==> src/rtl/uart_arb_pkg.sv <==
// Shared definitions for the UART transmit arbiter.
//   DATA_WIDTH : width of one UART byte
//   NEWLINE    : byte that ends a message and releases the lock
//   arb_state_e: arbiter state type (idle / locked to one owner)
//   wrap_inc   : increment an index modulo a count
package uart_arb_pkg;

    localparam int unsigned DATA_WIDTH = 8;
    localparam logic [DATA_WIDTH-1:0] NEWLINE = 8'h0A;

    localparam logic [0:0] ST_IDLE   = 1'b0;
    localparam logic [0:0] ST_LOCKED = 1'b1;

    typedef enum logic [0:0] {
        StIdle   = ST_IDLE,
        StLocked = ST_LOCKED
    } arb_state_e;

    function automatic int unsigned wrap_inc(input int unsigned idx, input int unsigned n);
        return (idx + 1 >= n) ? 32'd0 : idx + 1;
    endfunction

endpackage

==> src/rtl/uart_rr_pick.sv <==
// Combinational round-robin priority picker.
//   req       : request vector, one bit per requester
//   rr_ptr    : highest-priority index (must be < NUM_REQ)
//   winner    : first set index at or above rr_ptr, wrapping past NUM_REQ-1 to 0
//   any_valid : at least one request bit is set
module uart_rr_pick #(
    parameter int unsigned NUM_REQ = 4,
    parameter int unsigned ID_W    = 2
) (
    input  logic [NUM_REQ-1:0] req,
    input  logic [ID_W-1:0]    rr_ptr,
    output logic [ID_W-1:0]    winner,
    output logic               any_valid
);

    logic [ID_W:0] idx;

    always_comb begin
        winner    = '0;
        any_valid = |req;
        idx       = '0;
        // Walk from the farthest position back towards rr_ptr so the closest hit wins last.
        for (int k = NUM_REQ - 1; k >= 0; k--) begin
            idx = {1'b0, rr_ptr} + (ID_W + 1)'(k);
            if (idx >= (ID_W + 1)'(NUM_REQ)) begin
                idx = idx - (ID_W + 1)'(NUM_REQ);
            end
            if (req[idx[ID_W-1:0]]) begin
                winner = idx[ID_W-1:0];
            end
        end
    end

endmodule

==> src/rtl/uart_tx_arbiter.sv <==
// Arbitrates several byte requesters onto one UART transmit stream. A requester
// that wins with a non-newline byte keeps the stream until it sends a newline or
// stays idle for TIMEOUT cycles, so messages are never interleaved.
//   clock, reset         : rising-edge clock, synchronous active-high reset
//   req_valid/ready/bits : per-requester byte handshake, requester i in bits [8i+7:8i]
//   serial_out_*         : registered single-entry output towards the UART sink
//   grant_id             : current or most recent owner
//   locked               : high while one requester holds the stream
module uart_tx_arbiter
    import uart_arb_pkg::*;
#(
    parameter int unsigned NUM_REQ = 4,
    parameter int unsigned TIMEOUT = 64,
    localparam int unsigned ID_W = (NUM_REQ > 1) ? $clog2(NUM_REQ) : 1
) (
    input  logic                          clock,
    input  logic                          reset,
    input  logic [NUM_REQ-1:0]            req_valid,
    output logic [NUM_REQ-1:0]            req_ready,
    input  logic [NUM_REQ*DATA_WIDTH-1:0] req_bits,
    output logic                          serial_out_valid,
    input  logic                          serial_out_ready,
    output logic [DATA_WIDTH-1:0]         serial_out_bits,
    output logic [ID_W-1:0]               grant_id,
    output logic                          locked
);

    localparam int unsigned TMR_W = $clog2(TIMEOUT + 1);
    localparam logic [TMR_W-1:0] TMR_LAST = TMR_W'(TIMEOUT - 1);

    arb_state_e            state_q, state_d;
    logic [ID_W-1:0]       rr_ptr_q, rr_ptr_d;
    logic [TMR_W-1:0]      timer_q, timer_d;
    logic [ID_W-1:0]       grant_q, grant_d;
    logic                  out_valid_q, out_valid_d;
    logic [DATA_WIDTH-1:0] out_bits_q, out_bits_d;

    logic                  can_load;
    logic                  grant_en;
    logic                  accept;
    logic [ID_W-1:0]       sel;
    logic                  sel_valid;
    logic [DATA_WIDTH-1:0] sel_bits;
    logic [ID_W-1:0]       winner;
    logic                  any_valid;

    function automatic logic [ID_W-1:0] ptr_after(input logic [ID_W-1:0] idx);
        return ID_W'(wrap_inc(32'(idx), NUM_REQ));
    endfunction

    uart_rr_pick #(
        .NUM_REQ (NUM_REQ),
        .ID_W    (ID_W)
    ) u_pick (
        .req       (req_valid),
        .rr_ptr    (rr_ptr_q),
        .winner    (winner),
        .any_valid (any_valid)
    );

    // Handshake: while locked, grant_q is the owner.
    always_comb begin
        can_load  = !out_valid_q || serial_out_ready;
        sel       = (state_q == StIdle) ? winner : grant_q;
        grant_en  = can_load && !reset && ((state_q == StLocked) || any_valid);
        sel_valid = req_valid[sel];
        sel_bits  = req_bits[DATA_WIDTH*32'(sel) +: DATA_WIDTH];
        accept    = grant_en && sel_valid;
        req_ready = '0;
        if (grant_en) begin
            req_ready[sel] = 1'b1;
        end
    end

    always_comb begin
        state_d     = state_q;
        rr_ptr_d    = rr_ptr_q;
        timer_d     = timer_q;
        grant_d     = grant_q;
        out_valid_d = out_valid_q;
        out_bits_d  = out_bits_q;

        if (accept) begin
            out_valid_d = 1'b1;
            out_bits_d  = sel_bits;
        end else if (serial_out_ready) begin
            out_valid_d = 1'b0;
        end

        unique case (state_q)
            StIdle: begin
                if (accept) begin
                    grant_d = winner;
                    if (sel_bits == NEWLINE) begin
                        rr_ptr_d = ptr_after(winner);
                    end else begin
                        state_d = StLocked;
                        timer_d = '0;
                    end
                end
            end
            StLocked: begin
                // An accept outranks a timeout in the same cycle.
                if (accept) begin
                    if (sel_bits == NEWLINE) begin
                        state_d  = StIdle;
                        rr_ptr_d = ptr_after(grant_q);
                    end else begin
                        timer_d = '0;
                    end
                end else if (!req_valid[grant_q]) begin
                    // Only owner-idle cycles count; a sink stall holds the timer.
                    if (timer_q == TMR_LAST) begin
                        state_d  = StIdle;
                        rr_ptr_d = ptr_after(grant_q);
                        timer_d  = '0;
                    end else begin
                        timer_d = timer_q + 1'b1;
                    end
                end
            end
            default: begin
                state_d = StIdle;
            end
        endcase
    end

    always_ff @(posedge clock) begin
        if (reset) begin
            state_q     <= StIdle;
            rr_ptr_q    <= '0;
            timer_q     <= '0;
            grant_q     <= '0;
            out_valid_q <= 1'b0;
            out_bits_q  <= '0;
        end else begin
            state_q     <= state_d;
            rr_ptr_q    <= rr_ptr_d;
            timer_q     <= timer_d;
            grant_q     <= grant_d;
            out_valid_q <= out_valid_d;
            out_bits_q  <= out_bits_d;
        end
    end

    assign serial_out_valid = out_valid_q;
    assign serial_out_bits  = out_bits_q;
    assign grant_id         = grant_q;
    assign locked           = (state_q == StLocked);

endmodule

==> config.mk <==
export PLATFORM = sky130hd
export DESIGN_NAME = uart_tx_arbiter
export DESIGN_NICKNAME = d
export VERILOG_FILES = /design/src/rtl/uart_arb_pkg.sv /design/src/rtl/uart_rr_pick.sv /design/src/rtl/uart_tx_arbiter.sv
export SDC_FILE = /design/constraint.sdc
export NUM_CORES = 1
export LEC_CHECK = 0
export ABC_AREA = 1
export CORE_UTILIZATION = 45
export CTS_CLUSTER_SIZE = 30
export DETAILED_ROUTE_END_ITERATION = 16
export PLACE_DENSITY = 0.81
export SLEW_MARGIN = 20
export SYNTH_ARGS = -nofsm -noshare
export SYNTH_HDL_FRONTEND = slang
export SYNTH_HIERARCHICAL = 1
export SYNTH_SLANG_ARGS = --single-unit
export TNS_END_PERCENT = 1
==> constraint.sdc <==
create_clock -name clock -period 5.61 [get_ports clock]
set_input_delay 0.561 -clock clock [delete_from_list [all_inputs] [get_ports clock]]
set_output_delay 0.561 -clock clock [all_outputs]
set_load 0.1 [all_outputs]
Word-level counts from Yosys, hierarchy flattened
Index checks and enable logic that the tools add are counted.

Register bits: 21. Word-level logic and storage cells: 98. Input port bits: 39. Output and inout bits: 16.

Bitwise gates (word level): 1. Shifts and indexed selects: 1. Equal/unequal tests: 7. $lt $le $gt $ge: 13. Add/subtract/negate cells: 10. Mux-type cells: 47. Reduce and logical (&&, ||, !) cells: 13.

Operator list (number): 7-bit 2-to-1 mux (5); 2-bit 2-to-1 mux (17); 32-bit by 6-bit variable part select with 8-bit output (1); 2-bit by 3-bit less-than comparator with 1-bit output, second input constant (6); 3-bit >= comparator, second input constant (5); 1-bit 2-to-1 mux (14); 7-bit case mux with 2 select lines (1); 1-bit binary-select mux with 2-bit select (6); 2-bit by 1-bit adder with 3-bit output, second input constant (3); 8-bit by 4-bit == test with 1-bit output, second input constant (1); 2-bit by 1-bit subtractor with 2-bit output, second input constant (4); 7-bit by 1-bit adder with 7-bit output, second input constant (1); 7-bit by 6-bit == test with 1-bit output, second input constant (1); 2-bit by 2-bit adder with 3-bit output, second input constant (2); 5-bit AND reduction (1); 1-bit logical AND (4); 4-bit 2-to-1 mux (1); 2-bit case mux with 2 select lines (1); 2-bit AND reduction (2); 4-bit OR reduction (1); 2-bit by 3-bit >= comparator with 1-bit output, second input constant (1); 3-bit by 1-bit != test with 1-bit output, second input constant (1); 3-bit by 2-bit != test with 1-bit output, second input constant (1); 3-bit != test, second input constant (1); other kinds (9) (11).

Longest topological paths before layout
Gate-level depths: netlist (run 1).

Depth after elaboration: 15. Mapped depth: 25.

Modules after synthesis
Netlist (run 1), hierarchy kept.

Modules (own cells, without submodules): uart_tx_arbiter (cells each 241, times used 1, area each 1562.7 sq um); uart_rr_pick (cells each 46, times used 1, area each 188.9 sq um).

Worst setup path before layout (run 1)
No wires, ideal clock.

Path kind: reg-to-output. Start: register grant_q[0], in the netlist grant_id[0]. End: output req_ready[1]. Path buffers: 1. Cell stages (with the launch flop): 6. Arrival time: 3659 ps. Data required time: 5049 ps. Slack: 1390 ps. Cell sequence: dfxtp_1 -> inv_1 -> nand2_1 -> nand2_4 -> buf_6 -> nor3_1.

Longest elaborated chain between the ends: 6.

RTL lines: start: declaration (RTL line uart_tx_arbiter.sv:34) `logic [ID_W-1:0] grant_q, grant_d;`; start signal: assignment (RTL line uart_tx_arbiter.sv:140) `grant_q <= grant_d;`; 2-bit 2-to-1 mux * (RTL line uart_tx_arbiter.sv:64) `sel = (state_q == StIdle) ? winner : grant_q;`; 2-bit by 3-bit less-than comparator with 1-bit output (not written as such) / 2-bit by 1-bit >= comparator with 1-bit output (equally long branches) (RTL line uart_tx_arbiter.sv:71) `req_ready[sel] = 1'b1;`; 1-bit logical AND (not written as such) (RTL line uart_tx_arbiter.sv:71); 1-bit 2-to-1 mux (not written as such) (RTL line uart_tx_arbiter.sv:71); 1-bit demux with 2-bit select * (RTL line uart_tx_arbiter.sv:71); 4-bit 2-to-1 mux * (RTL line uart_tx_arbiter.sv:70) `if (grant_en) begin`; end: declaration (RTL line uart_tx_arbiter.sv:19) `output logic [NUM_REQ-1:0] req_ready,`.

Mark *: on every way between the ends. The rest lies on a longest branch, timed or not.

Worst setup path after layout (run 1)
Start: input req_valid[1]. End: output req_ready[1].

Longest elaborated chain between the ends: 12.

RTL lines: start: declaration (RTL line uart_tx_arbiter.sv:18) `input logic [NUM_REQ-1:0] req_valid,`; 1-bit binary-select mux with 2-bit select (RTL line uart_rr_pick.sv:28) `if (req[idx[ID_W-1:0]]) begin`; 1-bit 2-to-1 mux (not written as such) (RTL line uart_rr_pick.sv:28); 2-bit 2-to-1 mux (3 in a row) (RTL line uart_rr_pick.sv:28); 2-bit 2-to-1 mux * (RTL line uart_rr_pick.sv:28); via winner[0] (RTL line uart_tx_arbiter.sv:44) `logic [ID_W-1:0] winner;`; 2-bit 2-to-1 mux * (RTL line uart_tx_arbiter.sv:64); 2-bit by 3-bit less-than comparator with 1-bit output (not written as such) / 2-bit by 1-bit >= comparator with 1-bit output (equally long branches) (RTL line uart_tx_arbiter.sv:71); 1-bit logical AND (not written as such) (RTL line uart_tx_arbiter.sv:71); 1-bit 2-to-1 mux (not written as such) (RTL line uart_tx_arbiter.sv:71); 1-bit demux with 2-bit select * (RTL line uart_tx_arbiter.sv:71); 4-bit 2-to-1 mux * (RTL line uart_tx_arbiter.sv:70).

The timed path passes the listed nets; every way through them passes the cells marked *. The select of a mux whose other input is x is not followed.

==> results.sh, run 1 <==
export IMPL_cts_sinks=21
export IMPL_design_die_area_um2=4150
export IMPL_required_ns=5.05
export IMPL_rows=22
export IMPL_insertion_delay_ns=0.27
export IMPL_drt_pass1_iter_count=4
export IMPL_async_flop_share_pct=0
export IMPL_end_kind="primary output"
export IMPL_slowest_delay_ns=1.16
export IMPL_hp_class="reg -> reg"
export IMPL_finalSetupViolCount=0
export IMPL_cts_clk_slew_worst_paths_ns=0.08
export IMPL_synth_edf_count=0
export IMPL_grt_setup_unrepaired="false"
export IMPL_cts_resized=0
export IMPL_skew_ns=0.00451
export IMPL_drive_above_1_share_pct=8.63
export IMPL_tritoncts="built"
export IMPL_grt_usage_pct=23.0
export IMPL_drt_iter0_drc=105
export IMPL_crit_buf_inv=5
export IMPL_hold_start="timer_q[6]$_SDFFE_PP0P_"
export IMPL_postCtsHoldBufs=0
export IMPL_outcome="complete, no violations"
export IMPL_n_antenna_cell=0
export IMPL_worstMarginPinSlew_ns=0.992
export IMPL_num_nets_final=379
export IMPL_fin_crit_sh_pct=71.5
export IMPL_critPathMaxFanout=16
export IMPL_relSlewSlack_pct=33.7
export IMPL_ctsRootBufferMaster="clkbuf_8"
export IMPL_synth_most_common_cell="nand2_1"
export IMPL_vias=1961
export IMPL_h_tree_depth=1
export IMPL_antenna_found_initial=0
export IMPL_slowest_stage="clkdlybuf4s50_1"
export IMPL_cts_path_max_buffers=2
export IMPL_worst_setup_path_start_kind="primary input"
export IMPL_core_um2=3690
export IMPL_r2r_setup_slack_ns=2.87
export IMPL_synthToLayoutAreaGrowth_pct=32.2
export IMPL_startpoint="req_valid[1]"
export IMPL_cap_violations=0
export IMPL_postPlaceCellArea_um2=2270
export IMPL_dieWidth_um=64.4
export IMPL_drv_slew=0
export IMPL_grt_ovfl_total=0
export IMPL_grt_use_met1_pct=28.2
export IMPL_drc=0
export IMPL_criticalPathCategory="in -> out"
export IMPL_final_min_clock_period_ns=4.01
export IMPL_busiest_layer="met2"
export IMPL_viasPerCell=5.11
export IMPL_max_freq_mhz=249
export IMPL_post_cts_buffers=0
export IMPL_num_io_pins=55
export IMPL_initial_utilization_pct=47.5
export IMPL_wire_per_inst_um=11.6
export IMPL_grt_max_degree=23
export IMPL_report_final_hold_viol_count=0
export IMPL_yosysTopAreaCell="dfxtp_1"
export IMPL_tns_ns=0
export IMPL_routed_wl_um=4460
export IMPL_ys_warn_count=6
export IMPL_port_buffers=54
export IMPL_arrival_ns=3.45
export IMPL_cpMostUsedCell="nand2_1"
export IMPL_grt_pass1_wl_um=7670
export IMPL_critPathTopFamily="buffers and inverters"
export IMPL_grt_pass1_vias=1746
export IMPL_synth_net_count=329
export IMPL_synthFlopType="dfxtp_1"
export IMPL_cp_cell_sequence="clkdlybuf4s50_1, inv_1, nand2_1, nand2_1, nand2_1, nand2_1, nand2_1, nand2_1, nand2_1, nand2_1, inv_1, inv_1, nand2_4, nand2_4, nor3_1, clkdlybuf4s50_1"
export IMPL_synthCells=287
export IMPL_gp_congestion=0.878
export IMPL_fp_dieH_um=64.4
export IMPL_grtUsageMet2_pct=39.9
export IMPL_synthesis_area_um2=1750
export IMPL_ys_seq_area_share_pct=24.0
export IMPL_ant_nets=0
export IMPL_synth_seq_cells=21
export IMPL_synth_area_top_cells="dfxtp_1 24%, nand2_1 18%, nand3_1 11%, inv_1 7.3%, nand2_4 5.1%"
export IMPL_numCtsBuffers=3
export IMPL_synth_cell_types=28
export IMPL_avgSynthCellArea_um2=6.10
export IMPL_rr_startpoint="rr_ptr_q[0]$_SDFFE_PP0P_"
export IMPL_design_area_um2=2320
export IMPL_globalRouteMet3Util_pct=4.11
export IMPL_yosysTopAreaCellShare_pct=24.0
export IMPL_synthTopCellsByCount="83 x nand2_1, 40 x nand3_1, 34 x inv_1"
export IMPL_hpwlAfterDp_um=3400
[cells in the final DEF (no fill, tap or decap), drive strengths merged]
master         instances
clkdlybuf4s50         54
nand3                 43
nor2                  26
clkbuf                 3
o211ai                 1
o21ai                 16
clkinvlp               1
o31ai                  1
nand3b                 4
mux2i                  1
a31oi                  1
ha                     3
a21oi                 16
inv                   37
nor3                   6
a211oi                 1
dfxtp                 21
o22ai                  1
nand4                  2
nand2                 97
o21a                   1
[layer usage]
metal	share of wire, %	vias up
met5	0	-
met4	2.3	0
met3	3.9	11
met2	48	50
met1	45	878
li1	-	1022
[state kept, by name, indices dropped and copies added, names as in the netlist]
signal,cells
grant_id,2
locked,1
rr_ptr_q,2
serial_out_bits,8
serial_out_valid,1
timer_q,7
[worst min-delay path: cells and delay by family (launching register included)]
| family | cells | cell delay (ns) |
|---|---|---|
| DFF | 1 | 0.32 |
| and+or+nand+nor | 1 | 0.06 |
| AOI/OAI and AO/OA | 1 | 0.04 |
[final cells by class]
class / instances / area [um^2]
timing repair buffer: 54 / 541
multi-input combinational: 220 / 1100
tap: 48 / 60.1
clock inverter: 1 / 7.51
clock buffer: 3 / 41.3
sequential: 21 / 420
fill: 370 / 1370
inverter: 37 / 144
[cells by family (layout without fill, tap and decap cells)]
family                   Yosys count  count (layout)  share of synthesized area, %
AND/OR/NAND/NOR                  178             178                          48.6
buffers and inverters             46              95                          13.1
AO/OA/AOI/OAI                     38              38                          11.6
flip-flops                        21              21                          24.0
adder cells (fa/ha/maj)            3               3                          2.14
multiplexers                       1               1                         0.571
[path summary, 6_finish.rpt]
path                             end  cells past startpoint
max                     req_ready[1]                     16
min          timer_q[6]$_SDFFE_PP0P_                      2
min reg2reg  timer_q[6]$_SDFFE_PP0P_                      2
max reg2reg  timer_q[2]$_SDFFE_PP0P_                     21
[metrics by stage]
| stage | instances | utilization (%) | hold WS, ns | setup WS (ns) |
|---|---|---|---|---|
| 5_1_grt | 384 | 62.8 | 0.475 | 1.40 |
| 3_5_place_dp | 380 | 61.5 | 0.437 | 1.63 |
| 3_3_place_gp | 380 | 61.5 | 0.431 | 1.70 |
| 4_1_cts | 384 | 62.8 | 0.450 | 1.63 |
| 2_1_floorplan | 287 | - | 0.420 | 1.39 |
| 6_report | 384 | 62.8 | 0.447 | 1.60 |
Power of run 1 is not shown: default switching activity piles up to over one toggle a cycle in this logic, so the estimate is an artifact.
==> run 2, diff against run 1 <==
==> constraint.sdc (replaced) <==
create_clock -name clock -period 3.71 [get_ports clock]
set_input_delay 0.371 -clock clock [delete_from_list [all_inputs] [get_ports clock]]
set_output_delay 0.371 -clock clock [all_outputs]
set_load 0.1 [all_outputs]
==> results.sh, run 2 (synthesis results as in run 1) <==
export IMPL_outcome="complete, no violations"
export IMPL_rows=22
export IMPL_numCtsBuffers=3
export IMPL_grt_ovfl_total=0
export IMPL_fp_dieH_um=64.4
export IMPL_num_io_pins=55
export IMPL_relSlewSlack_pct=32.8
export IMPL_worst_setup_path_start_kind="primary input"
export IMPL_end_kind="flop"
export IMPL_r2r_setup_slack_ns=0.97
export IMPL_max_freq_mhz=356
export IMPL_critPathTopFamily="simple AND/OR/NAND/NOR gates"
export IMPL_dieWidth_um=64.4
export IMPL_post_cts_buffers=0
export IMPL_tritoncts="built"
export IMPL_insertion_delay_ns=0.27
export IMPL_hpwlAfterDp_um=3420
export IMPL_criticalPathCategory="in -> reg"
export IMPL_port_buffers=54
export IMPL_num_nets_final=379
export IMPL_hold_start="timer_q[6]$_SDFFE_PP0P_"
export IMPL_multi_input_area_um2=1100
export IMPL_grt_pass1_vias=1736
export IMPL_antenna_found_initial=0
export IMPL_slowest_delay_ns=0.54
export IMPL_core_um2=3690
export IMPL_worstMarginPinSlew_ns=1.00
export IMPL_required_ns=3.88
export IMPL_n_antenna_cell=0
export IMPL_fin_crit_sh_pct=75.6
export IMPL_hold_end="timer_q[6]$_SDFFE_PP0P_"
export IMPL_final_min_clock_period_ns=2.81
export IMPL_drt_pass1_iter_count=5
export IMPL_r2r_cells=21
export IMPL_whs_ns=0.463
export IMPL_fill_cells=356
export IMPL_final_cell_mix="83 x nand2_1, 50 x clkdlybuf4s50_1, 40 x nand3_1, 34 x inv_1"
export IMPL_gp_congestion=0.816
export IMPL_finalSetupViolCount=0
export IMPL_initial_utilization_pct=47.5
export IMPL_grt_setup_unrepaired="false"
export IMPL_report_final_hold_viol_count=0
export IMPL_synthToLayoutAreaGrowth_pct=31.5
export IMPL_hp_class="reg -> reg"
export IMPL_grt_max_degree=23
export IMPL_cpMostUsedCell="nand2_1"
export IMPL_rr_startpoint="rr_ptr_q[0]$_SDFFE_PP0P_"
export IMPL_grt_usage_pct=22.8
export IMPL_largest_reg_flops=8
export IMPL_regToRegEndpoint="timer_q[2]$_SDFFE_PP0P_"
export IMPL_drive_above_1_share_pct=9.82
export IMPL_cts_resized=0
export IMPL_post_route_util_pct=62.4
export IMPL_postCtsHoldBufs=0
export IMPL_h_tree_depth=1
export IMPL_tns_ns=0
export IMPL_design_die_area_um2=4150
export IMPL_skew_ns=0.00248
export IMPL_ctsRootBufferMaster="clkbuf_8"
export IMPL_cp_cell_sequence="clkdlybuf4s50_1, inv_1, nand2_1, nand3_1, nand2_1, nand2_1, nand2_1, nand2_1, nand2_1, inv_1, nand2_4, nand2_4, nor2_1, nand2_1, nand3_1, nand2_2, inv_2, nand2_4, nand2_1, nand2_1, nand2_1, inv_1"
export IMPL_cts_sinks=21
export IMPL_ant_nets=0
export IMPL_vias=1935
export IMPL_slowest_stage="clkdlybuf4s50_1"
export IMPL_wire_per_inst_um=11.7
export IMPL_drt_iter0_drc=91
export IMPL_seqCellArea_um2=420
export IMPL_min_path_cells=2
export IMPL_final_common_cell="nand2_1"
export IMPL_crit_buf_inv=5
export IMPL_viasPerCell=5.04
export IMPL_grt_pass1_wl_um=7520
export IMPL_routed_wl_um=4490
export IMPL_cts_path_max_buffers=2
export IMPL_cts_clk_slew_worst_paths_ns=0.08
export IMPL_drv_slew=0
export IMPL_cap_violations=0
export IMPL_critPathMaxFanout=22
export IMPL_drc=0
export IMPL_arrival_ns=2.98
## run 2: cell types whose count changed in the layout (fill, tap and decap cells not counted), sizes merged
cell / previous run / this run
clkdlybuf4s50: 54 / 50
buf: 0 / 4
clkinv: 0 / 1
clkinvlp: 1 / 0
## run 2: metal layers
layer / wire length, um / track usage, % / share of wire (%)
met1: 2050 / 28.1 / 46
met2: 2260 / 40.1 / 50
met3: 136 / 3.93 / 3.0
met4: 38 / 6.11 / 0.85
met5: 0 / 0 / 0
## run 2: worst max path at each step
stage / start / end / slack [ns] / cells after the start
2_1_floorplan: grant_id[0]$_SDFFE_PP0P_ / req_ready[1] / -0.32 / 5
3_3_place_gp: req_valid[1] / timer_q[2]$_SDFFE_PP0P_ / 0.70 / 22
3_5_place_dp: req_valid[3] / timer_q[0]$_SDFFE_PP0P_ / 0.68 / 20
4_1_cts: req_valid[3] / req_ready[1] / 0.92 / 16
5_1_grt: req_valid[3] / timer_q[0]$_SDFFE_PP0P_ / 0.62 / 21
6_report: req_valid[1] / timer_q[2]$_SDFFE_PP0P_ / 0.90 / 22
## run 2: cell type report
type	instances	share of cell area [%]
tap	48	2.61
timing repair buffer	54	23.0
multi-input combinational	220	47.9
clock buffer	3	1.79
inverter	37	6.25
clock inverter	1	0.217
sequential	21	18.3
## run 2: worst reg2reg max path, delay by kind of cell, from the launching register on
kind,cells,cell delay [ns]
buffers and inverters,4,0.48
flip-flops,1,0.50
AND/OR/NAND/NOR,17,1.66
## run 2: per-stage QoR
step,worst slack (ns),cell area [um^2],instances
2_1_floorplan,-0.320,1750,287
3_3_place_gp,0.698,2260,380
3_5_place_dp,0.680,2260,380
4_1_cts,0.917,2300,384
5_1_grt,0.624,2300,384
6_report,0.904,2300,384
Power of run 2 is left out for the same reason.
==> run 3, diff against run 2 <==
--- a/config.mk
+++ b/config.mk
@@ -6,10 +6,10 @@
 export NUM_CORES = 1
 export LEC_CHECK = 0
 export ABC_AREA = 1
-export CORE_UTILIZATION = 45
+export CORE_UTILIZATION = 42
 export CTS_CLUSTER_SIZE = 30
 export DETAILED_ROUTE_END_ITERATION = 16
-export PLACE_DENSITY = 0.81
+export PLACE_DENSITY = 0.79
 export SLEW_MARGIN = 20
 export SYNTH_ARGS = -nofsm -noshare
 export SYNTH_HDL_FRONTEND = slang
==> constraint.sdc (replaced) <==
create_clock -name clock -period 2.41 [get_ports clock]
set_input_delay 0.241 -clock clock [delete_from_list [all_inputs] [get_ports clock]]
set_output_delay 0.241 -clock clock [all_outputs]
set_load 0.1 [all_outputs]
==> results.sh, run 3 (synthesis results as in run 1) <==
export IMPL_ctsRootBufferMaster="clkbuf_8"
export IMPL_hp_class="reg -> reg"
export IMPL_viasPerCell=5.01
export IMPL_drc=0
export IMPL_drt_iter0_drc=94
export IMPL_insertion_delay_ns=0.27
export IMPL_skew_ns=0.00819
export IMPL_grt_pass1_wl_um=8200
export IMPL_core_um2=4000
export IMPL_postCtsHoldBufs=0
export IMPL_worstMarginPinSlew_ns=0.481
export IMPL_dieWidth_um=66.6
export IMPL_final_cell_mix="74 x nand2_1, 42 x buf_4, 38 x nand3_1, 34 x clkdlybuf4s50_1, 26 x inv_1"
export IMPL_critPathTopFamily="simple AND/OR/NAND/NOR gates"
export IMPL_largest_reg_flops=8
export IMPL_drt_pass1_iter_count=4
export IMPL_drv_slew=0
export IMPL_num_io_pins=55
export IMPL_seqCellArea_um2=430
export IMPL_fill_cells=345
export IMPL_slowest_stage="dfxtp_4"
export IMPL_grt_max_degree=19
export IMPL_max_freq_mhz=417
export IMPL_crit_buf_inv=5
export IMPL_rows=23
export IMPL_cp_cell_sequence="buf_6, nand2_1, nand3_1, nand2_1, nand2_2, nand2_1, nand2_1, nand2_1, inv_2, nand2_4, nand2_4, buf_12, buf_4, nor3_4, buf_12"
export IMPL_multi_input_area_um2=1250
export IMPL_required_ns=2.17
export IMPL_critPathMaxFanout=17
export IMPL_cts_path_max_buffers=2
export IMPL_report_final_hold_viol_count=0
export IMPL_worst_setup_path_start_kind="flop"
export IMPL_fp_dieH_um=66.6
export IMPL_final_common_cell="nand2_1"
export IMPL_cts_clk_slew_worst_paths_ns=0.08
export IMPL_tritoncts="built"
export IMPL_numCtsBuffers=3
export IMPL_vias=2106
export IMPL_cts_sinks=21
export IMPL_slowest_delay_ns=0.36
export IMPL_num_nets_final=413
export IMPL_cpMostUsedCell="nand2_1"
export IMPL_fin_crit_sh_pct=99.4
export IMPL_design_die_area_um2=4430
export IMPL_synthToLayoutAreaGrowth_pct=57.2
export IMPL_ant_nets=0
export IMPL_n_antenna_cell=0
export IMPL_end_kind="primary output"
export IMPL_port_buffers=54
export IMPL_outcome="complete, no violations"
export IMPL_relSlewSlack_pct=67.6
export IMPL_routed_wl_um=5040
export IMPL_grt_pass1_vias=1953
export IMPL_drive_above_1_share_pct=29.7
export IMPL_initial_utilization_pct=43.8
export IMPL_hpwlAfterDp_um=3880
export IMPL_grt_usage_pct=23.5
export IMPL_whs_ns=0.471
export IMPL_finalSetupViolCount=0
export IMPL_wire_per_inst_um=12.0
export IMPL_final_min_clock_period_ns=2.40
export IMPL_gp_congestion=0.805
export IMPL_criticalPathCategory="reg -> out"
export IMPL_antenna_found_initial=0
export IMPL_grt_ovfl_total=0
export IMPL_cap_violations=0
export IMPL_grt_setup_unrepaired="true"
export IMPL_arrival_ns=2.15
export IMPL_h_tree_depth=1
[run 3: path summary, 6_finish.rpt]
kind	startpoint	endpoint	slack (ns)	cells past startpoint
max	rr_ptr_q[0]$_SDFFE_PP0P_	req_ready[2]	0.01	15
min	timer_q[6]$_SDFFE_PP0P_	timer_q[6]$_SDFFE_PP0P_	0.47	2
max reg2reg	rr_ptr_q[0]$_SDFFE_PP0P_	rr_ptr_q[1]$_SDFFE_PP0P_	0.04	23
min reg2reg	timer_q[6]$_SDFFE_PP0P_	timer_q[6]$_SDFFE_PP0P_	0.47	2
[run 3: repair_timing]
item | CTS | global route
resized for setup | 4 | 35
setup buffers | 0 | 2
pin swaps | 2 | 10
setup endpoints to repair | 11 | 24
gates cloned | 0 | 2
[run 3: through the flow]
| stage | instances | setup TNS [ns] | worst slack [ns] | utilization (%) | cell area [um^2] |
|---|---|---|---|---|---|
| floorplan | 287 | -0.322 | -0.136 | - | 1800 |
| global placement | 412 | -3.54 | -0.238 | 64.1 | 2560 |
| detailed placement | 412 | -5.25 | -0.312 | 64.1 | 2560 |
| CTS | 416 | -0.00847 | -0.00847 | 65.7 | 2630 |
| global route | 420 | -1.76 | -0.155 | 68.8 | 2750 |
| finish | 420 | 0 | 0.0143 | 68.8 | 2750 |
[run 3: layout make-up]
| type | count | share of cell area, % |
|---|---|---|
| clock buffers | 3 | 1.50 |
| clock inverters | 1 | 0.273 |
| inverters | 37 | 5.41 |
| multi-input cells | 222 | 45.3 |
| flip-flops and latches | 21 | 15.6 |
| well taps | 50 | 2.27 |
| repair buffers | 86 | 29.7 |
[run 3: worst register-to-register path, delay by kind of cell (launching register included)]
family,cells,cell delay (ns)
buf+inv,3,0.29
simple gates,20,1.62
flops,1,0.36
[run 3: metal layers]
metal / wire [um] / track usage, % / vias up
met5: 0 / 0 / -
met4: 89 / 6.91 / 0
met3: 203 / 3.60 / 11
met2: 2600 / 43.7 / 65
met1: 2140 / 27.1 / 931
li1: - / - / 1099
Power of run 3 is left out for the same reason.
